===== src/rtl/rf_pkg.sv =====
// rf_pkg: shared constants, the write-back entry type and a pointer-width helper
//   for the register-file write-back arbiter.
package rf_pkg;
    localparam int XLEN  = 32;
    localparam int AW    = 5;
    localparam int DEPTH = 2;

    typedef struct packed {
        logic [AW-1:0]   rd;
        logic [XLEN-1:0] data;
    } wb_entry_t;

    // One extra MSB distinguishes full from empty when the index bits match.
    function automatic int ptr_bits(input int depth);
        return $clog2(depth) + 1;
    endfunction
endpackage


===== src/rtl/wb_fifo.sv =====
// wb_fifo: DEPTH-entry synchronous FIFO holding write-back entries.
//   clk, reset (async active-low), flush (sync clear)
//   push/wdata : write side, ignored when full or flushing
//   pop/rdata  : read side, rdata shows the head entry, pop ignored when empty
//   full/empty : status decoded from the registered pointers only
module wb_fifo
    import rf_pkg::*;
#(
    parameter int W     = AW + XLEN,
    parameter int DEPTH = 2
) (
    input  logic         clk,
    input  logic         reset,
    input  logic         flush,
    input  logic         push,
    input  logic [W-1:0] wdata,
    input  logic         pop,
    output logic [W-1:0] rdata,
    output logic         full,
    output logic         empty
);
    localparam int PW = ptr_bits(DEPTH);

    logic [PW-1:0] wp, rp;
    logic [W-1:0]  mem [DEPTH];
    logic          do_push, do_pop;

    assign empty   = wp == rp;
    assign full    = (wp[PW-1] != rp[PW-1]) && (wp[PW-2:0] == rp[PW-2:0]);
    assign rdata   = mem[rp[PW-2:0]];
    assign do_push = push && !full && !flush;
    assign do_pop  = pop && !empty && !flush;

    always_ff @(posedge clk or negedge reset) begin
        if (!reset) begin
            wp <= '0;
            rp <= '0;
        end else if (flush) begin
            wp <= '0;
            rp <= '0;
        end else begin
            if (do_push) wp <= wp + PW'(1);
            if (do_pop)  rp <= rp + PW'(1);
        end
    end

    // Storage needs no reset: an entry is only read after it has been written.
    always_ff @(posedge clk) begin
        if (do_push) mem[wp[PW-2:0]] <= wdata;
    end
endmodule


===== src/rtl/regfile_wb_arbiter.sv =====
// regfile_wb_arbiter: shares the register-file write port between ALU and LSU
//   write-back sources through per-source FIFOs and a round-robin arbiter.
//   clk, reset (async active-low), flush (sync clear of FIFOs and write port)
//   alu_valid/alu_ready/alu_rd/alu_data : ALU result push interface
//   lsu_valid/lsu_ready/lsu_rd/lsu_data : LSU result push interface
//   reg_write/rd/write_data             : registered register-file write port
//   busy      : any FIFO non-empty or a write in flight
//   stall_cnt : saturating backpressure cycle count, only when WB_STALL_CNT_EN
//               is defined; otherwise constant zero
module regfile_wb_arbiter
    import rf_pkg::*;
#(
    parameter int XLEN  = rf_pkg::XLEN,
    parameter int AW    = rf_pkg::AW,
    parameter int DEPTH = rf_pkg::DEPTH
) (
    input  logic            clk,
    input  logic            reset,
    input  logic            flush,
    input  logic            alu_valid,
    output logic            alu_ready,
    input  logic [AW-1:0]   alu_rd,
    input  logic [XLEN-1:0] alu_data,
    input  logic            lsu_valid,
    output logic            lsu_ready,
    input  logic [AW-1:0]   lsu_rd,
    input  logic [XLEN-1:0] lsu_data,
    output logic            reg_write,
    output logic [AW-1:0]   rd,
    output logic [XLEN-1:0] write_data,
    output logic            busy,
    output logic [15:0]     stall_cnt
);
    localparam int W = AW + XLEN;

    typedef enum logic {PRI_ALU, PRI_LSU} pri_t;

    pri_t          prio;
    logic          a_full, a_empty, l_full, l_empty;
    logic [W-1:0]  a_head, l_head, sel;
    logic          pick_lsu, grant, contend;
    logic [AW-1:0] sel_rd;

    assign alu_ready = !a_full;
    assign lsu_ready = !l_full;
    assign contend   = !a_empty && !l_empty;
    assign pick_lsu  = !l_empty && (a_empty || prio == PRI_LSU);
    assign grant     = !flush && (!a_empty || !l_empty);
    assign sel       = pick_lsu ? l_head : a_head;
    assign sel_rd    = sel[W-1 -: AW];
    assign busy      = !a_empty || !l_empty || reg_write;

    wb_fifo #(.W(W), .DEPTH(DEPTH)) u_alu_fifo (
        .clk   (clk),
        .reset (reset),
        .flush (flush),
        .push  (alu_valid),
        .wdata ({alu_rd, alu_data}),
        .pop   (grant && !pick_lsu),
        .rdata (a_head),
        .full  (a_full),
        .empty (a_empty)
    );

    wb_fifo #(.W(W), .DEPTH(DEPTH)) u_lsu_fifo (
        .clk   (clk),
        .reset (reset),
        .flush (flush),
        .push  (lsu_valid),
        .wdata ({lsu_rd, lsu_data}),
        .pop   (grant && pick_lsu),
        .rdata (l_head),
        .full  (l_full),
        .empty (l_empty)
    );

    // Priority only rotates when both sources compete; a lone source never
    // steals the other's turn.
    always_ff @(posedge clk or negedge reset) begin
        if (!reset) begin
            prio       <= PRI_ALU;
            reg_write  <= 1'b0;
            rd         <= '0;
            write_data <= '0;
        end else if (flush) begin
            prio      <= PRI_ALU;
            reg_write <= 1'b0;
        end else begin
            reg_write <= grant && (sel_rd != '0);
            if (grant) begin
                rd         <= sel_rd;
                write_data <= sel[XLEN-1:0];
                if (contend) prio <= (prio == PRI_ALU) ? PRI_LSU : PRI_ALU;
            end
        end
    end

`ifdef WB_STALL_CNT_EN
    logic stall;
    assign stall = (alu_valid && !alu_ready) || (lsu_valid && !lsu_ready);
    always_ff @(posedge clk or negedge reset) begin
        if (!reset) stall_cnt <= '0;
        else if (stall && stall_cnt != 16'hFFFF) stall_cnt <= stall_cnt + 16'd1;
    end
`else
    assign stall_cnt = 16'h0;
`endif
endmodule

===== config.mk =====
export PLATFORM = sky130hd
export DESIGN_NAME = regfile_wb_arbiter
export DESIGN_NICKNAME = d
export VERILOG_FILES = /design/src/rtl/rf_pkg.sv /design/src/rtl/wb_fifo.sv /design/src/rtl/regfile_wb_arbiter.sv
export SDC_FILE = /design/constraint.sdc
export NUM_CORES = 1
export LEC_CHECK = 0
export CAP_MARGIN = 30
export CORE_MARGIN = 2
export CORE_UTILIZATION = 63
export DETAILED_ROUTE_END_ITERATION = 10
export DONT_BUFFER_PORTS = 1
export MAX_ROUTING_LAYER = met4
export PLACE_DENSITY = 0.89
export REMOVE_ABC_BUFFERS = 1
export SLEW_MARGIN = 10
export SYNTH_ARGS = -nofsm -noshare
export SYNTH_HDL_FRONTEND = slang
export SYNTH_HIERARCHICAL = 1
export SYNTH_SLANG_ARGS = --single-unit

===== constraint.sdc =====
create_clock -name clk -period 6.14 [get_ports clk]
set_input_delay 1.535 -clock clk [delete_from_list [all_inputs] [get_ports clk]]
set_output_delay 1.535 -clock clk [all_outputs]
set_load 0.01 [all_outputs]

; Word level (Yosys, flattened, before mapping)
; Memories as Yosys holds them, arrays and structs flattened.
; Cells that the tools add are included.
[totals]
regBits = 47
ramBits = 148
output_inout_bits = 57
elab_cells = 73
memories = 2
[memory_table]
columns = name, depth, word_bits, read_ports, rd_clocked_by_memory_dff, wr, line_no
row1 = u_alu_fifo.mem, 2, 37, 1, 0, 1, wb_fifo.sv:25  ; logic [W-1:0] mem [DEPTH];
row2 = u_lsu_fifo.mem, 2, 37, 1, 0, 1, wb_fifo.sv:25
[op_classes]
n_addsub = 4
eq_ne = 6
muxes = 18
bitwise = 1
reduce_logical = 34
[ops]
columns = cell, count
row1 = $mux W37, 1
row2 = $logic_and A1 B1 Y1, 16
row3 = $mux W2, 8
row4 = $reduce_bool A2 Y1, 6
row5 = $mux W1, 9
row6 = $add A2 B1 Y2 const B, 4
row7 = $logic_not A1 Y1, 6
row8 = $reduce_bool A5 Y1, 1
row9 = $eq A2 B2 Y1, 2
row10 = $reduce_and A2 Y1, 2
row11 = $logic_or A1 B1 Y1, 3
row12 = $eq A1 B1 Y1, 2
row13 = $ne A1 B1 Y1, 2
row14 = $not A1 Y1, 1

; Longest topological paths before layout
; Gate-level depths: netlist of run 1.
[depth]
ltp_word = 9
ltp_mapped = 11
ltp_nobuf = 6

; Modules after synthesis
; Netlist of run 1, hierarchy kept.
[modules_own_cells]
columns = mod, instances, cells_each, area_each_um2, seq_area_each_um2
row1 = wb_fifo at u_alu_fifo, 1, 146, 2945.3, 2322.2
row2 = wb_fifo at u_lsu_fifo, 1, 146, 2931.6, 2322.2
row3 = regfile_wb_arbiter, 1, 162, 1948.1, 975.9

; Worst setup path before layout of run 1
; No wires, ideal clock.
[synth_path]
path_type = in2reg
startpoint = in flush
endpoint = mem u_lsu_fifo/mem[0][0] (netlist bit) (enable)
arrival_ps = 5427
slack_ps = 177
stages = 1
n_path_buf = 0
path_cell_list = nor4b_1
[synth_via]
elab_chain_cells = 4
[synth_lines]
columns = element, line_no
row1 = from (decl), regfile_wb_arbiter.sv:19  ; input logic flush,
row2 = $logic_not A1 Y1, wb_fifo.sv:31  ; assign do_push = push && !full && !flush;
row3 = $logic_and A1 B1 Y1, wb_fifo.sv:31
row4 = $mux W1, wb_fifo.sv:49  ; if (do_push) mem[wp[PW-2:0]] <= wdata;
row5 = $mux W1 (not written as such), wb_fifo.sv:49
row6 = to (decl), wb_fifo.sv:25
; Every way passes these cells.

; Worst setup path in the final report of run 1
[layout_path]
startpoint = reg u_alu_fifo.rp[0]
endpoint = out busy
[layout_via]
elab_chain_cells = 4
[layout_lines]
columns = element, line_no
row1 = from (decl), wb_fifo.sv:24  ; logic [PW-1:0] wp, rp;
row2 = from (signal assigned), wb_fifo.sv:43  ; if (do_pop) rp <= rp + PW'(1);
row3 = $eq A2 B2 Y1, wb_fifo.sv:28  ; assign empty = wp == rp;
row4 = via a_empty, regfile_wb_arbiter.sv:39  ; logic a_full, a_empty, l_full, l_empty;
row5 = $logic_not A1 Y1, regfile_wb_arbiter.sv:51  ; assign busy = !a_empty || !l_empty || reg_write;
row6 = $logic_or A1 B1 Y1 (2 in series), regfile_wb_arbiter.sv:51
row7 = to (decl), regfile_wb_arbiter.sv:31  ; output logic busy,
; The timed path passes the listed nets, and every way through them passes these cells.

==> results of run 1 <==
[power by group]
group	switching [mW]	leakage, nW	total, mW	internal, mW
clock	0.513	0.285	1.09	0.581
sequential	0.164	1.93	1.74	1.57
combinational	0.179	0.823	0.377	0.198
[cells by family after synthesis]
| family | after synthesis | synth area share, % |
|---|---|---|
| AOI/OAI and AO/OA | 55 | 5.95 |
| xor gates and xnor gates | 6 | 0.768 |
| buffers and inverters | 42 | 3.71 |
| DFF | 195 | 71.8 |
| muxes | 82 | 11.7 |
| other | 1 | 0.0479 |
| and+or+nand+nor | 73 | 6.03 |
[layout by cell type, fill, tap and decap left out, types with 3 or more instances in the layout]
cell and instances:
sky130_fd_sc_hd__nand3b_1 5, sky130_fd_sc_hd__conb_1 16, sky130_fd_sc_hd__and2b_1 9, sky130_fd_sc_hd__a21oi_1 12
sky130_fd_sc_hd__mux2_2 41, sky130_fd_sc_hd__and2b_4 9, sky130_fd_sc_hd__inv_8 4, sky130_fd_sc_hd__nand2_1 4
sky130_fd_sc_hd__buf_12 3, sky130_fd_sc_hd__dfrtp_1 45, sky130_fd_sc_hd__edfxtp_1 148, sky130_fd_sc_hd__buf_4 6
sky130_fd_sc_hd__clkinv_4 3, sky130_fd_sc_hd__a221o_1 32, sky130_fd_sc_hd__nor2b_1 14, sky130_fd_sc_hd__nand3_1 4
sky130_fd_sc_hd__a31oi_1 3, sky130_fd_sc_hd__clkbuf_16 17, sky130_fd_sc_hd__mux2_1 33, sky130_fd_sc_hd__xor2_1 3
sky130_fd_sc_hd__nor2_1 16, sky130_fd_sc_hd__mux2i_1 8, sky130_fd_sc_hd__nand2b_1 4
[synth_stat cells, drive strengths merged]
| library cell | number |
|---|---|
| dlygate4sd1 | 2 |
| and2b | 18 |
| a311oi | 3 |
| o31ai | 1 |
| nor2 | 17 |
| dfrtp | 47 |
| xor2 | 4 |
| nand3b | 5 |
| a221o | 32 |
| conb | 1 |
| a31oi | 3 |
| buf | 35 |
| o21bai | 1 |
| nand3 | 4 |
| edfxtp | 148 |
| and4b | 1 |
| mux2i | 8 |
| or3 | 1 |
| xnor2 | 2 |
| nor4b | 2 |
| or4 | 2 |
| clkbuf | 3 |
| and2 | 1 |
| mux2 | 74 |
| nand2 | 4 |
| nand2b | 4 |
| a21oi | 14 |
| o21ai | 1 |
| inv | 2 |
| nor2b | 14 |
[worst register-to-register path, delay by kind of cell (launching register included)]
kind	cells	cell delay [ns]
AOI/OAI and AO/OA	3	0.70
DFF	1	0.64
and+or+nand+nor	2	0.58
buffers and inverters	2	0.51
xor gates and xnor gates	1	0.22
[final timing paths]
path | slack (ns) | startpoint | endpoint | depth (start not counted)
setup / recovery | 2.62 | u_alu_fifo/rp[0]$_DFFE_PN0P_ | busy | 4
min in group asynchronous | 0.79 | reset | write_data[28]$_DFFE_PN0P_ | 0
setup reg to reg | 3.40 | u_alu_fifo/rp[0]$_DFFE_PN0P_ | u_alu_fifo/rp[1]$_DFFE_PN0P_ | 8
max in group asynchronous | 5.24 | reset | u_lsu_fifo/rp[0]$_DFFE_PN0P_ | 0
hold / removal | 0.57 | prio$_DFFE_PN0P_ | prio$_DFFE_PN0P_ | 2
hold reg to reg | 0.57 | prio$_DFFE_PN0P_ | prio$_DFFE_PN0P_ | 2
[sequential cells by signal, indices dropped and copies added, names as in the netlist]
register	count
u_lsu_fifo/rp	2
u_alu_fifo/mem	74
reg_write	1
u_alu_fifo/rp	2
u_alu_fifo/wp	2
u_lsu_fifo/mem	74
prio	1
u_lsu_fifo/wp	2
write_data	32
rd	5
[metrics by stage]
stage               cells  hold WS (ns)  worst slack (ns)  cell area, sq um
finish                639         0.568              2.62              8580
global route          639         0.596              2.51              8580
CTS                   635         0.571              2.31              8510
detailed placement    603         0.558              2.81              7910
global placement      601         0.533              2.76              7880
floorplan             429         0.517             0.177              7600
[routing by layer]
metal	wire length, um	up-vias	track usage [%]
li1	-	1720	-
met1	5650	1960	28.0
met2	7690	147	39.0
met3	1310	27	10.6
met4	289	0	8.84
met5	0	-	-
[layout make-up]
cell class                      instances  area (sq um)  share of cell area, %
Sequential cell                       195          5620                   65.5
Multi-Input combinational cell        232          2010                   23.4
Clock buffer                           18           429                   5.00
Tap cell                              168           210                   2.45
Clock inverter                         14           166                   1.94
Timing Repair Buffer                   10           133                   1.55
Inverter                                2          7.51                 0.0875
==> impl_metrics.json, run 1 <==
{
  "antenna_found_initial": 0,
  "tritoncts": "built",
  "final-setup-viol-count": 0,
  "route.detailed.vias_per_inst": 6.03,
  "worst-path-max-fanout": 32,
  "grt_setup_unrepaired": "no",
  "cts-resized-gates": 0,
  "first_iter_violations": 296,
  "first_global_vias": 4133,
  "place_congestion": 0.734,
  "start_util_pct": 64.9,
  "startpoint_types": "flip-flop",
  "part_of_the_yosys_area_used_for_sequential_elements_pct": 71.8,
  "library_cell_with_the_largest_summed_area_after_synthesis": "sky130_fd_sc_hd__edfxtp_1",
  "ctsHtreeMaxLevel": 4,
  "detailed_place_hpwl_mm": 9.02,
  "netlist-cell-type-count": 38,
  "layout_cells_sized_above_1_pct": 21.7,
  "nets": 537,
  "outcome": "completed",
  "slew-limit-headroom_pct": 59.8,
  "critical_path.max_stage_delay_ns": 0.64,
  "power.static_leakage_nw": 3.04,
  "cts_buffers": 17,
  "synthesis.instances": 454,
  "grt_first_pass_wirelength_mm": 22.9,
  "drc": 0,
  "final_util_pct": 71.1,
  "fmax_ghz": 0.284,
  "postCtsSetupRepairBufs": 0,
  "crit_family": "flip-flops",
  "clock_latency_ns": 0.44,
  "grt_overflow_total": 0,
  "antenna_cells_inserted": 0,
  "critical_path_buf_inv_count": 1,
  "clock_path_buffers": 2,
  "fin_crit_sh_pct": 57.3,
  "port_buffers": 0,
  "area_growth_pct": 9.66,
  "finalPower_mw": 3.21,
  "report.final.hold_viol_count": 0,
  "routed_wirelength_mm": 14.9,
  "fp.dieArea_sq_um": 13300,
  "chipWidth_um": 115,
  "crit_arrival_ns": 1.99,
  "chipHeight_um": 115,
  "clkSinkCount": 195,
  "finalMaxSlewViolations": 0,
  "total_of_flip_flops_plus_latches_after_synthesis": 195,
  "antenna_violating_nets_post_route": 0,
  "timing.setup.tns_ns": 0,
  "cts.clk_slew.worst_paths_ns": 0.07,
  "route.vias.total": 3854,
  "vdd.ir_drop.worst_mv": 0.343,
  "globalRouteTotalUtil_pct": 24.6,
  "max_slew.worst_pin.slew_ns": 0.603,
  "syn_area_sq_um": 7830,
  "power.density_nw_per_um2": 374,
  "synth.top_cell.area_share_pct": 56.8,
  "worst_setup_path_end_kind": "primary output",
  "num-fill-cells": 744,
  "synth_top_cells_by_area": "sky130_fd_sc_hd__edfxtp_1 57%, sky130_fd_sc_hd__dfrtp_1 15%, sky130_fd_sc_hd__mux2_2 5.9%, sky130_fd_sc_hd__mux2_1 4.7%, sky130_fd_sc_hd__a221o_1 4.1%",
  "route.detailed.wl_per_inst_um": 23.4,
  "yosys_warnings": 6,
  "root_buffer": "sky130_fd_sc_hd__clkbuf_16",
  "boundaryPins": 136,
  "placement_row_count": 40,
  "syn-mean-instance-area_sq_um": 17.2,
  "grt_start_max_net_pins": 48,
  "cp_cell_sequence": "buf_12, xor2_1, nor2_1, nand3b_1",
  "detail_route.first_pass.iterations": 4,
  "core_sq_um": 12100,
  "finalCriticalPeriod_ns": 3.52,
  "hp-class": "reg2reg",
  "cap_viol_max_count": 0,
  "finalClockSkew_ns": 0.0160,
  "cpMaxStageDelayCell": "sky130_fd_sc_hd__dfrtp_2",
  "worstPathRequired_ns": 4.61,
  "setup.worst_path.class": "reg2out",
  "cts.hold.buffers_added": 0
}
Note: power is estimated with default switching activity, not from simulation.
==> run 2: changes to the inputs <==
--- a/config.mk
+++ b/config.mk
@@ -7,11 +7,11 @@
 export LEC_CHECK = 0
 export CAP_MARGIN = 30
 export CORE_MARGIN = 2
-export CORE_UTILIZATION = 63
+export CORE_UTILIZATION = 57
 export DETAILED_ROUTE_END_ITERATION = 10
 export DONT_BUFFER_PORTS = 1
 export MAX_ROUTING_LAYER = met4
-export PLACE_DENSITY = 0.89
+export PLACE_DENSITY = 0.85
 export REMOVE_ABC_BUFFERS = 1
 export SLEW_MARGIN = 10
 export SYNTH_ARGS = -nofsm -noshare
==> constraint.sdc (replaced) <==
create_clock -name clk -period 3.2 [get_ports clk]
set_input_delay 0.8 -clock clk [delete_from_list [all_inputs] [get_ports clk]]
set_output_delay 0.8 -clock clk [all_outputs]
set_load 0.01 [all_outputs]
==> run 2 against run 1 <==
Net effect:
- die area grew 10%
- global-route usage shrank 1.8 points
- sequential power grew 91%
- utilization shrank 6.8 points
- combinational power grew 91%
- wire length grew 2.2%
- power grew 95%
- clock skew shrank 0.0061 ns
- flip-flop and latch count is the same
- setup slack lost 2.0 ns
- critical endpoint unchanged
- largest power group unchanged
- highest routed layer unchanged
==> impl_metrics.json, run 2 (synthesis gave the netlist of run 1 again) <==
{
  "route.detailed.wl_per_inst_um": 23.5,
  "antenna_violating_nets_post_route": 0,
  "outcome": "completed",
  "clkSinkCount": 195,
  "worst_setup_path_end_kind": "primary output",
  "chipWidth_um": 121,
  "drc": 0,
  "antenna_cells_inserted": 0,
  "timing.setup.tns_ns": 0,
  "ff_latch_area_sq_um": 5620,
  "setup.worst_path.class": "reg2out",
  "power.static_leakage_nw": 3.06,
  "final_common_cell": "sky130_fd_sc_hd__edfxtp_1",
  "seqPwrFrac_pct": 53.1,
  "chipHeight_um": 121,
  "worst-path-max-fanout": 18,
  "route.vias.total": 3918,
  "worstPathRequired_ns": 2.40,
  "cts.clk_slew.worst_paths_ns": 0.07,
  "vdd.ir_drop.worst_mv": 0.457,
  "ctsHtreeMaxLevel": 4,
  "antenna_found_initial": 0,
  "detailed_place_hpwl_mm": 9.54,
  "clock_latency_ns": 0.43,
  "place_congestion": 0.753,
  "cts-resized-gates": 0,
  "layout_cells_sized_above_1_pct": 21.5,
  "postCtsSetupRepairBufs": 0,
  "report.final.hold_viol_count": 0,
  "power_frac_comb_pct": 11.5,
  "clock_path_buffers": 2,
  "power.switching_fraction_pct": 24.3,
  "grt_start_max_net_pins": 48,
  "hp-class": "in2async",
  "startpoint_types": "flip-flop",
  "port_buffers": 0,
  "fp.dieArea_sq_um": 14700,
  "cts.hold.buffers_added": 0,
  "detail_route.first_pass.iterations": 4,
  "power.density_nw_per_um2": 729,
  "placement_row_count": 42,
  "start_util_pct": 58.6,
  "grt_setup_unrepaired": "no",
  "final-setup-viol-count": 0,
  "nets": 541,
  "cts_buffers": 17,
  "crit_arrival_ns": 1.80,
  "multi_input_comb_area_sq_um": 2010,
  "slew-limit-headroom_pct": 51.2,
  "first_iter_violations": 286,
  "tritoncts": "built",
  "grt_first_pass_wirelength_mm": 23.5,
  "share_clk_of_total_power_pct": 35.4,
  "core_sq_um": 13300,
  "final_util_pct": 64.3,
  "fin_crit_sh_pct": 81.3,
  "power_switching_mw": 1.52,
  "most_frequent_cells_in_the_layout": "148 x sky130_fd_sc_hd__edfxtp_1, 45 x sky130_fd_sc_hd__dfrtp_1, 41 x sky130_fd_sc_hd__mux2_2, 33 x sky130_fd_sc_hd__mux2_1, 32 x sky130_fd_sc_hd__a221o_1",
  "finalMaxSlewViolations": 0,
  "finalCriticalPeriod_ns": 2.60,
  "hold_ws_ns": 0.0556,
  "root_buffer": "sky130_fd_sc_hd__clkbuf_16",
  "num-fill-cells": 911,
  "boundaryPins": 136,
  "grt_overflow_total": 0,
  "globalRouteTotalUtil_pct": 22.7,
  "power_report.internal_total_mw": 4.74,
  "fmax_ghz": 0.384,
  "route.detailed.vias_per_inst": 6.02,
  "cap_viol_max_count": 0,
  "max_slew.worst_pin.slew_ns": 0.731,
  "area_growth_pct": 9.75,
  "first_global_vias": 4204,
  "finalClockSkew_ns": 0.00995,
  "routed_wirelength_mm": 15.3
}
run 2: cell count changes in the layout (fill, tap and decap cells not counted), sizes merged:
cell,change
clkbuf,+4
bufinv,+3
buf,+4
clkinv,-1
inv,-6
run 2: worst paths after layout:
kind | start | end | slack [ns] | cells past startpoint
max reg2reg | u_lsu_fifo/rp[0]$_DFFE_PN0P_ | u_alu_fifo/rp[1]$_DFFE_PN0P_ | 0.75 | 6
max | u_lsu_fifo/rp[0]$_DFFE_PN0P_ | busy | 0.60 | 3
min in group clk | flush | u_lsu_fifo/wp[0]$_DFFE_PN0P_ | 0.42 | 1
min | reset | write_data[18]$_DFFE_PN0P_ | 0.06 | 0
min reg2reg | prio$_DFFE_PN0P_ | prio$_DFFE_PN0P_ | 0.57 | 2
max in group asynchronous | reset | u_alu_fifo/rp[0]$_DFFE_PN0P_ | 3.04 | 0
run 2: layout make-up:
class	instances	area share, %
Clock buffer	22	5.41
Clock inverter	10	1.82
Inverter	2	0.0874
Multi-Input combinational cell	232	23.4
Sequential cell	195	65.5
Tap cell	176	2.56
Timing Repair Buffer	14	1.22
run 2: metal layers:
layer	GRT usage, %	part of all wire, %	wire [um]
met1	26.0	37	5710
met2	36.4	51	7760
met3	9.35	10	1590
met4	8.26	1.4	216
met5	-	0	0
run 2: per-stage QoR:
stage | area, sq um | worst slack [ns] | cells | power [mW]
after global placement | 7970 | 0.889 | 619 | 4.05
after global routing | 8590 | 0.487 | 651 | 6.48
after CTS | 8590 | 0.585 | 651 | 6.29
final | 8590 | 0.598 | 651 | 6.26
after detailed placement | 7970 | 0.766 | 619 | 4.10
after floorplan | 7600 | -2.53 | 429 | 3.84
run 2: critical path, stage by stage (launching register included):
cell and delay (ns):
sky130_fd_sc_hd__dfrtp_2 0.57, sky130_fd_sc_hd__xor2_1 0.23, sky130_fd_sc_hd__nor2_1 0.34, sky130_fd_sc_hd__nand3b_1 0.23
run 2: power groups by stage:
stage / sequential, mW / clock [mW] / combinational (mW)
6_report: 3.33 / 2.22 / 0.719
5_1_grt: 3.36 / 2.33 / 0.791
4_1_cts: 3.33 / 2.23 / 0.729
3_5_place_dp: 3.38 / 0 / 0.718
3_3_place_gp: 3.37 / 0 / 0.678
2_1_floorplan: 3.30 / 0 / 0.538
==> run 3: changes to the inputs <==
==> constraint.sdc (replaced) <==
create_clock -name clk -period 2.1 [get_ports clk]
set_input_delay 0.525 -clock clk [delete_from_list [all_inputs] [get_ports clk]]
set_output_delay 0.525 -clock clk [all_outputs]
set_load 0.01 [all_outputs]
==> run 3 against run 2 <==
Net effect:
- non-clock buffer count is 18 higher
- critical path depth is 1 higher
- critical path type unchanged
- hold slack better by 0.094 ns
- clock power is 44% higher
- via count is 1.5% higher
- flip-flop and latch count stayed put
- setup slack worse by 0.56 ns
- clock-buffer cell count is 1 lower
- design area is 2.5% higher
==> impl_metrics.json, run 3 (synthesis gave the netlist of run 1 again) <==
{
  "fin_crit_sh_pct": 98.3,
  "tritoncts": "built",
  "grt_setup_unrepaired": "yes",
  "final-instance-count-excl-fill": 669,
  "place_congestion": 0.797,
  "top_layer": "met4",
  "chipWidth_um": 121,
  "antenna_found_initial": 0,
  "m1_wl_mm": 5.97,
  "placement_row_count": 42,
  "first_global_vias": 4379,
  "fp.dieArea_sq_um": 14700,
  "finalCriticalPeriod_ns": 2.07,
  "crit_arrival_ns": 1.54,
  "critical_path_cell_count": 4,
  "start_util_pct": 58.6,
  "crit-reg2reg-capture": "u_alu_fifo/rp[1]$_DFFE_PN0P_",
  "drc": 0,
  "worst_setup_path_end_kind": "primary output",
  "power.static_leakage_nw": 3.16,
  "startpoint_types": "flip-flop",
  "first_iter_violations": 245,
  "nets": 559,
  "outcome": "completed",
  "report.final.hold_viol_count": 0,
  "routed_wirelength_mm": 15.5,
  "cpMaxStageDelayCell": "sky130_fd_sc_hd__dfrtp_2",
  "route.detailed.wl_per_inst_um": 23.2,
  "port_buffers": 0,
  "detailroute.wirelength.met3_mm": 1.36,
  "final-setup-viol-count": 0,
  "critical_path_buf_inv_count": 1,
  "root_buffer": "sky130_fd_sc_hd__clkbuf_16",
  "clkSinkCount": 195,
  "worstPathRequired_ns": 1.57,
  "finalMaxSlewViolations": 0,
  "power.density_nw_per_um2": 1070,
  "clock_latency_ns": 0.43,
  "fmax_ghz": 0.484,
  "crit_family": "flip-flops",
  "hp-class": "in2reg",
  "timing.critical_path.to": "busy",
  "route.met2.wl_mm": 7.87,
  "cap_viol_max_count": 0,
  "grt_start_max_net_pins": 48,
  "critical_path.max_stage_delay_ns": 0.43,
  "ctsHtreeMaxLevel": 4,
  "setup.worst_path.class": "reg2out",
  "route.detailed.vias_per_inst": 5.94,
  "layout_cells_sized_above_1_pct": 25.8,
  "chipHeight_um": 121,
  "detail_route.first_pass.iterations": 4,
  "globalRouteTotalUtil_pct": 23.1,
  "reg2reg_depth": 6,
  "grt_first_pass_wirelength_mm": 23.9,
  "r2r_setup_slack_ns": 0.12,
  "clock_path_buffers": 2,
  "vdd.ir_drop.worst_mv": 0.668,
  "dpl.cell_count": 631,
  "route.vias.total": 3975,
  "crit_path_start": "u_alu_fifo/rp[0]$_DFFE_PN0P_",
  "most_frequent_cells_in_the_layout": "148 x sky130_fd_sc_hd__edfxtp_1, 43 x sky130_fd_sc_hd__dfrtp_1, 41 x sky130_fd_sc_hd__mux2_2, 33 x sky130_fd_sc_hd__mux2_1, 32 x sky130_fd_sc_hd__a221o_1",
  "boundaryPins": 136,
  "area_growth_pct": 12.5,
  "core_sq_um": 13300,
  "antenna_violating_nets_post_route": 0,
  "final_common_cell": "sky130_fd_sc_hd__edfxtp_1",
  "finalClockSkew_ns": 0.00616,
  "r2r-start": "u_alu_fifo/rp[0]$_DFFE_PN0P_",
  "antenna_cells_inserted": 0,
  "cts.clk_slew.worst_paths_ns": 0.07,
  "worst-path-max-fanout": 4,
  "grt_overflow_total": 0,
  "final_util_pct": 66.0,
  "detailed_place_hpwl_mm": 9.63,
  "cp_cell_sequence": "xor2_1, nor2_2, buf_4, nand3b_1",
  "cts_buffers": 17
}
-- run 3: stage by stage --
| step | power, mW | setup slack (ns) | TNS, ns | area (sq um) | hold WS [ns] |
|---|---|---|---|---|---|
| 2_1_floorplan | 5.85 | -3.63 | -309.09 | 7600 | 0.229 |
| 3_3_place_gp | 6.25 | 0.186 | 0 | 8130 | 0.231 |
| 3_5_place_dp | 6.32 | 0.0991 | 0 | 8130 | 0.231 |
| 4_1_cts | 9.53 | 0.00404 | 0 | 8790 | 0.129 |
| 5_1_grt | 9.82 | -0.0357 | -0.0691 | 8800 | 0.127 |
| 6_report | 9.46 | 0.0349 | 0 | 8800 | 0.149 |
-- run 3: layout make-up --
class / instances / area [sq um]
Clock buffer: 21 / 460
Sequential cell: 195 / 5630
Fill cell: 909 / 4540
Inverter: 2 / 7.51
Tap cell: 176 / 220
Timing Repair Buffer: 32 / 338
Multi-Input combinational cell: 232 / 2020
Clock inverter: 11 / 128
-- run 3: worst register-to-register path, stage by stage (launching register included) --
cell                       delay (ns)
sky130_fd_sc_hd__dfrtp_2         0.43
sky130_fd_sc_hd__xor2_1          0.28
sky130_fd_sc_hd__nor2_2          0.07
sky130_fd_sc_hd__o21bai_1        0.37
sky130_fd_sc_hd__and2_4          0.33
sky130_fd_sc_hd__a21oi_1         0.10
sky130_fd_sc_hd__a311oi_1        0.28
-- run 3: worst min-delay path by stage --
stage                from                      endpoint  slack [ns]  cells past startpoint
floorplan           reset              prio$_DFFE_PN0P_        0.23                      0
global placement    reset    write_data[27]$_DFFE_PN0P_        0.23                      0
detailed placement  reset    write_data[27]$_DFFE_PN0P_        0.23                      0
CTS                 flush  u_lsu_fifo/wp[0]$_DFFE_PN0P_        0.13                      1
global route        flush  u_lsu_fifo/wp[0]$_DFFE_PN0P_        0.13                      1
finish              flush  u_alu_fifo/wp[1]$_DFFE_PN0P_        0.15                      1
-- run 3: layer usage --
layer / global-route usage [%] / vias to the layer above
met2: 35.6 / 179
met3: 8.27 / 28
met4: 10.3 / 0
met5: - / -
li1: - / 1759
met1: 27.5 / 2009
-- run 3: what timing repair did --
action                     4_1_cts  5_1_grt
buffers inserted                 4        0
hold buffers                     2        0
hold endpoints to repair        47        0
setup endpoints to repair        1        3
resized for setup                1        4
pin swaps                        2        1
-- run 3: where the power goes --
group	internal, mW	switching (mW)	total (mW)
sequential	4.60	0.441	5.04
combinational	0.644	0.587	1.23
clock	1.82	1.37	3.19
total	7.07	2.39	9.46
